## src/rtl/fast_mult.sv

```systemverilog
// Unsigned WIDTH x WIDTH multiplier: AND-array, carry-save row reduction, ripple CPA, plus one registered stage.
// Define FAST_MULT_SIGNED_EN for a two's-complement build using Baugh-Wooley correction.
module fast_mult #(
  parameter int WIDTH = 4
) (
  input  logic                 clk,
  input  logic                 reset,
  input  logic [WIDTH-1:0]     lhs,
  input  logic [WIDTH-1:0]     rhs,
  input  logic                 in_valid,
  output logic [2*WIDTH-1:0]   out,
  output logic [2*WIDTH-1:0]   out_q,
  output logic                 out_valid
);

  localparam int PW     = 2 * WIDTH;
  localparam int NR     = WIDTH + 1;
  localparam int IW     = $clog2(NR);
  localparam int PIW    = $clog2(PW);
  localparam int LEVELS = 8;

  logic [PW-1:0] pp_row [NR];
  logic [PW-1:0] sum_a;
  logic [PW-1:0] sum_b;
  logic [PW-1:0] prod;
  logic [PW-1:0] prod_q, prod_d;
  logic          valid_q, valid_d;

  // One row per multiplier bit, already shifted to its weight.
  for (genvar i = 0; i < WIDTH; i++) begin : g_pp
    logic [WIDTH-1:0] bits;
`ifdef FAST_MULT_SIGNED_EN
    localparam logic [WIDTH-1:0] INV_MASK = (i == WIDTH - 1) ?
        {1'b0, {(WIDTH-1){1'b1}}} : {1'b1, {(WIDTH-1){1'b0}}};
    assign bits = (lhs & {WIDTH{rhs[i]}}) ^ INV_MASK;
`else
    assign bits = lhs & {WIDTH{rhs[i]}};
`endif
    assign pp_row[i] = {{WIDTH{1'b0}}, bits} << i;
  end

`ifdef FAST_MULT_SIGNED_EN
  assign pp_row[WIDTH] = (PW'(1) << WIDTH) | (PW'(1) << (PW - 1));
`else
  assign pp_row[WIDTH] = '0;
`endif

  // Rows are compressed three-at-a-time by 3:2 counters each level until two remain;
  // carries past bit PW-1 are dropped since the result is taken modulo 2^PW.
  always_comb begin
    logic [PW-1:0] cur [NR];
    logic [PW-1:0] nxt [NR];
    logic [PW-1:0] a, b, c;
    int unsigned   n, nn;
    cur = pp_row;
    nxt = '{default: '0};
    a   = '0;
    b   = '0;
    c   = '0;
    n   = NR;
    nn  = 0;
    for (int unsigned lvl = 0; lvl < LEVELS; lvl++) begin
      nxt = '{default: '0};
      nn  = 0;
      for (int unsigned g = 0; g < NR; g += 3) begin
        if (g + 2 < n) begin
          a = cur[IW'(g)];
          b = cur[IW'(g + 1)];
          c = cur[IW'(g + 2)];
          nxt[IW'(nn)]     = a ^ b ^ c;
          nxt[IW'(nn + 1)] = ((a & b) | (a & c) | (b & c)) << 1;
          nn = nn + 2;
        end else if (g < n) begin
          nxt[IW'(nn)] = cur[IW'(g)];
          nn = nn + 1;
          if (g + 1 < n) begin
            nxt[IW'(nn)] = cur[IW'(g + 1)];
            nn = nn + 1;
          end
        end
      end
      cur = nxt;
      n   = nn;
    end
    sum_a = cur[0];
    sum_b = cur[1];
  end

  always_comb begin
    logic carry;
    carry = 1'b0;
    prod  = '0;
    for (int unsigned k = 0; k < PW; k++) begin
      prod[PIW'(k)] = sum_a[PIW'(k)] ^ sum_b[PIW'(k)] ^ carry;
      carry = (sum_a[PIW'(k)] & sum_b[PIW'(k)]) |
              (carry & (sum_a[PIW'(k)] ^ sum_b[PIW'(k)]));
    end
  end

  assign out = prod;

  always_comb begin
    prod_d  = prod_q;
    valid_d = 1'b0;
    if (in_valid) begin
      prod_d  = prod;
      valid_d = 1'b1;
    end
  end

  always_ff @(posedge clk) begin
    if (!reset) begin
      prod_q  <= '0;
      valid_q <= 1'b0;
    end else begin
      prod_q  <= prod_d;
      valid_q <= valid_d;
    end
  end

  assign out_q     = prod_q;
  assign out_valid = valid_q;

endmodule

```

## config.mk

```make
export PLATFORM = sky130hd
export DESIGN_NAME = fast_mult
export DESIGN_NICKNAME = d
export VERILOG_FILES = /design/src/rtl/fast_mult.sv
export SDC_FILE = /design/constraint.sdc
export NUM_CORES = 1
export LEC_CHECK = 0
export CORE_MARGIN = 4
export CORE_UTILIZATION = 37
export DETAILED_ROUTE_END_ITERATION = 8
export GPL_TIMING_DRIVEN = 0
export PLACE_DENSITY = 0.83
export SLEW_MARGIN = 0
export SYNTH_ARGS = -nofsm -noshare
export SYNTH_HDL_FRONTEND = slang
export SYNTH_SLANG_ARGS = --single-unit
```

## constraint.sdc

```tcl
create_clock -name clk -period 3.3 [get_ports clk]
set_clock_uncertainty 0.1 [all_clocks]
set_input_delay 0.495 -clock clk [delete_from_list [all_inputs] [get_ports clk]]
set_output_delay 0.495 -clock clk [all_outputs]
set_load 0.1 [all_outputs]
```

==> flow_metrics.tcl <==
set metrics [dict create \
    status "finished with violations" \
    violations "negative setup slack" \
    hold_class "reg2reg" \
    drt_wl_total_um 1540 \
    hold_start "out_q[0]$_SDFFE_PN0P_" \
    antenna_left 0 \
    route.detailed.drc 0 \
    period_needed_ns 3.79 \
    cts_tree "done" \
    via_per_inst 4.56 \
    antenna_found_initial 0 \
    dr.first_iter.drc_count 1 \
    maxSlewHeadroom_pct 34.3 \
    num_rows 15 \
    cts_buffer_depth 2 \
    setup_viol 3 \
    routabilityCongestion 0.736 \
    die_h_um 51.1 \
    syn_avg_cell_area_sq_um 10.3 \
    leakage_nw 0.512 \
    clk_pin_slew_ns 0.06 \
    portBuffers 27 \
    worst_slew_pin_slew_ns 0.982 \
    cts_made_buffers 3 \
    rr_startpoint "out_q[7]$_SDFFE_PN0P_" \
    fin_nets 128 \
    rsz0062_at_grt "true" \
    cp.required_ns 2.70 \
    max-vdd-ir-drop_mv 0.436 \
    fin_setup_tns_ns -0.863 \
    grt_pass1_wl_um 2550 \
    hold_viol 0 \
    holdPathStages 2 \
    min_period_over_period_pct 115 \
    ys_ff_latch 9 \
    critPathMaxFanout 4 \
    power.switching_uw 325 \
    p_comb_share_pct 66.6 \
    synthesis.area_sq_um 688 \
    cts_root_buf "clkbuf_4" \
    synthCells 67 \
    p_sw_share_pct 52.8 \
    regArea_sq_um 180 \
    seqPwrFrac_pct 20.2 \
    initial_utilization_pct 39.4 \
    stdcell_area_sq_um 1180 \
    grt_max_degree 11 \
    r2r_slack_ns 2.57 \
    fin_cells 126 \
    dieArea_sq_um 2610 \
    pwr-share-clk_pct 13.2 \
    final_cell_mix "clkdlybuf4s50_1 (13), dfxtp_1 (9), and2_1 (7)" \
    antennaDiodeCount 0 \
    hpwl_um 1220 \
    r2r_cells 2 \
    synthDistinctLibCells 16 \
    hold_path_end "out_q[0]$_SDFFE_PN0P_" \
    cp.arrival_ns 3.19 \
    internal_power_uw 291 \
    first_pass_iters 2 \
    grt-ovfl-total 0 \
    synth_seq_area_share_pct 26.2 \
    ctsHtreeMaxLevel 1 \
    area_delta_synth_final_pct 71.6 \
    syn_nets 93 \
    power.density_nw_per_um2 522 \
    fill_cells 142 \
    slew_violations 0 \
    placed_area_sq_um 1030 \
    maxCapViolCount 0 \
    holdWs_ns 0.369 \
    postCtsHoldBufs 0 \
    layout_commonest_cell "clkdlybuf4s50_1" \
    r2r-end "out_q[7]$_SDFFE_PN0P_" \
    grt_use_total_pct 13.2 \
    placedCellCount 119 \
    boundaryPins 28 \
    drive_gt1_share_pct 39.6 \
    max_clock_freq_mhz 264 \
    ys.warnings.count 0 \
    wire_per_inst_um 12.2 \
    cts.sink_count 9 \
    cp-end-kind "output port" \
    multi_input_area_sq_um 576 \
    clkLatencyLatePin_ns 0.25 \
    vias 575 \
    die_w_um 51.1 \
    grt_pass1_vias 603 \
    path_class "in2out" \
    start_kind "input port" \
    core_area_sq_um 1750 \
    setup_ws_ns -0.487 \
    p_total_uw 616 \
]
## flip-flops by register name, summed over array words and instances, names as in the netlist
| signal | count |
|---|---|
| out_valid | 1 |
| out_q | 8 |
## metrics by stage
stage | setup slack [ns] | util [%]
final | -0.487 | 67.7
after global routing | -0.568 | 67.7
after CTS | -0.581 | 65.5
after detailed placement | -1.97 | 59.1
after global placement | -1.97 | 59.1
after floorplan | -0.565 | -
## timing repair
item,in CTS,in global routing
gates cloned,0,0
pin swaps,9,2
buffers inserted,3,0
resized for setup,84,8
endpoints found under the hold margin,0,0
endpoints found under the setup margin,8,3
## synthesized netlist by cell type (all sizes together)
cell / instances / share of area (%)
xnor2: 1 / 1.3
buf: 1 / 1.6
nand3: 1 / 0.73
nand2b: 1 / 0.91
a21boi: 1 / 1.1
and2: 12 / 11
o21ai: 1 / 0.73
inv: 7 / 3.8
dfxtp: 9 / 26
nor2b: 6 / 5.5
fa: 7 / 20
a21oi: 1 / 0.73
nand2: 5 / 2.7
mux2i: 6 / 8.7
ha: 8 / 15
## power by group through the flow
stage	Combinational [mW]	Sequential, mW	Clock [mW]
floorplan	0.223	0.201	0
global placement	0.370	0.126	0
detailed placement	0.372	0.126	0
CTS	0.399	0.124	0.0853
global route	0.430	0.125	0.0914
finish	0.410	0.124	0.0814
## worst max-delay path by stage
stage | end | startpoint | cells after the start | slack, ns
after floorplan | out[7] | rhs[2] | 10 | -0.57
after global placement | out[7] | rhs[2] | 12 | -1.97
after detailed placement | out[7] | rhs[2] | 12 | -1.97
after CTS | out[7] | rhs[2] | 12 | -0.58
after global routing | out[7] | rhs[2] | 12 | -0.57
final | out[7] | lhs[3] | 12 | -0.49
## area by class of cell
class / instances / area share, %
Buffer: 1 / 0.953
Clock buffer: 4 / 2.22
Inverter: 7 / 2.54
Multi-Input combinational cell: 50 / 48.7
Sequential cell: 9 / 15.3
Tap cell: 25 / 2.65
Timing Repair Buffer: 30 / 27.6
## routing by layer
metal / up-vias / GRT usage (%) / wire length [um] / share of wire (%)
li1: 281 / - / - / -
met1: 272 / 13.6 / 588 / 38
met2: 20 / 23.8 / 817 / 53
met3: 2 / 6.71 / 130 / 8.4
met4: 0 / 2.69 / 4 / 0.26
met5: - / 0 / 0 / 0
## worst max-delay path, cell delays in order
cell and delay [ns]:
buf_6 0.11, nand2_4 0.06, fa_2 0.43, fa_1 0.49, inv_1 0.05, ha_2 0.19, ha_4 0.16, fa_2 0.33
fa_2 0.39, xnor2_4 0.19, clkinvlp_4 0.13, buf_12 0.17
## cell families after synthesis
kind of cell,count (synthesis),synth area share [%]
compound gates,3,2.54
fa+ha+maj,15,34.9
simple gates,25,20.9
mux,6,8.73
flops,9,26.2
buf+inv,8,5.46
xor+xnor,1,1.27
No activity file was read; power rests on OpenSTA's default activity.
==> RTL edit, RTL diff (config.mk and constraints unchanged) <==
Register the output `out`; this adds one clock of latency there. The other outputs are not delayed to match.
--- a/src/rtl/fast_mult.sv
+++ b/src/rtl/fast_mult.sv
@@ -98,5 +98,7 @@
   end
 
-  assign out = prod;
+  always_ff @(posedge clk) begin
+    out <= prod;
+  end
 
   always_comb begin
Function: changed (a bounded check fails within 4 cycles, from zero or initial values and one cycle with reset low).
==> RTL edit against the original RTL <==
  * Synthesized area increased by 23%
  * Final area decreased by 1.3%
  * Clock power increased by 31%
  * Sequential cell count increased by 8
  * Setup slack improved by 0.68 ns
  * Register-to-register slack about the same
  * Power increased by 15%
  * Routed wire length decreased by 2.6%
  * First-iteration DRC count increased to 4.0 times the old value
  * Synthesized cell count increased by 12%
  * Critical path depth decreased by 1
  * Critical path type is now in -> reg
  * Critical endpoint is now out_q[6]$_SDFFE_PN0P_
==> RTL edit: results (changes against the original RTL) <==
drt:
  routed_wl_um: 1500  # -2.6%
  firstDrtPassIters: 4  # +2
pwr:
  clk-power_mw: 0.107  # +31%
  ir_worst_vdd_v: 0.000361  # -17%
  comb_cell_power_mw: 0.359  # -12%
  p_leak_nw: 0.533  # +4.2%
  cellInternalPower_mw: 0.372  # +28%
finish:
  layout-drive-gt1-share: 0.170  # -0.226
  final_nets: 133  # +3.9%
synth:
  ys_top_cells_by_count: "17 x dfxtp_1, 11 x and2_1, 8 x ha_1, 7 x fa_1, 7 x inv_1"
  synthTopCellsByArea: "dfxtp_1 40%, fa_1 17%, ha_1 12%"
  synth_xor_area_frac: 0.0103  # -0.00240
  synth-compound-area-share: 0.0206  # -0.00481
  yosys-mux-area-fraction: 0.0708  # -0.0165
  syn-num-nets: 101  # +8.6%
setup_path:
  cp-endpoint: "out_q[6]$_SDFFE_PN0P_"
  critPathMaxStageDelay_ns: 0.58  # +0.09 ns
  slowest_stage: "fa_2"
  cp_data_arrival_time_ns: 3.23  # +0.04 ns
  crit_path_start: "rhs[2]"
min_path:
  min_from: "rhs[0]"
  hp-class: "in -> reg"
placement:
  gp_congestion: 0.707  # -4.0%
  pre_cts_slack_ns: -0.625  # +1.34 ns
  dp.final_hpwl_um: 1230  # +1.1%
status:
  status: "complete, no violations"
global_route:
  track_usage: 0.105  # -0.0270
  grt_use_met3: 0.0186  # -0.0485
  grt_pass1_vias: 617  # +2.3%
  use_met1: 0.0990  # -0.0369
  met2_usage: 0.198  # -0.0406
clocking:
  clk_latency_ns: 0.28  # +0.03 ns
  post_cts_resized: 9  # -89%
  post_cts_buffers: 0  # -3
  clk_pin_slew_ns: 0.09  # +0.03 ns
sta:
  setup_slack_ns: 0.192  # +0.679 ns
-- RTL edit: changes by cell type after synthesis --
cell / change
dfxtp_1: +8
-- RTL edit: final cells by class --
| class | count | area (µm²) |
|---|---|---|
| timing repair buffer | 27 | 239 |
| clock buffer | 4 | 26.3 |
| sequential | 17 | 340 |
| fill | 194 | 1020 |
| tap | 28 | 35.0 |
| multi-input combinational | 50 | 488 |
| inverter | 7 | 26.3 |
| buffer | 1 | 11.3 |
-- RTL edit: stage by stage --
step	cell area [µm²]	TNS, ns	total power, mW	std cells
2_1_floorplan	848	0	0.524	75
3_3_place_gp	1150	-2.37	0.606	130
3_5_place_dp	1150	-2.45	0.609	130
4_1_cts	1180	0	0.715	134
5_1_grt	1170	0	0.742	134
6_report	1170	0	0.709	134
-- RTL edit: layer usage --
| layer | share of wire | vias to the layer above |
|---|---|---|
| met1 | 0.39 | 276 |
| li1 | - | 299 |
| met2 | 0.52 | 20 |
| met3 | 0.060 | 4 |
| met5 | 0 | - |
| met4 | 0.029 | 0 |
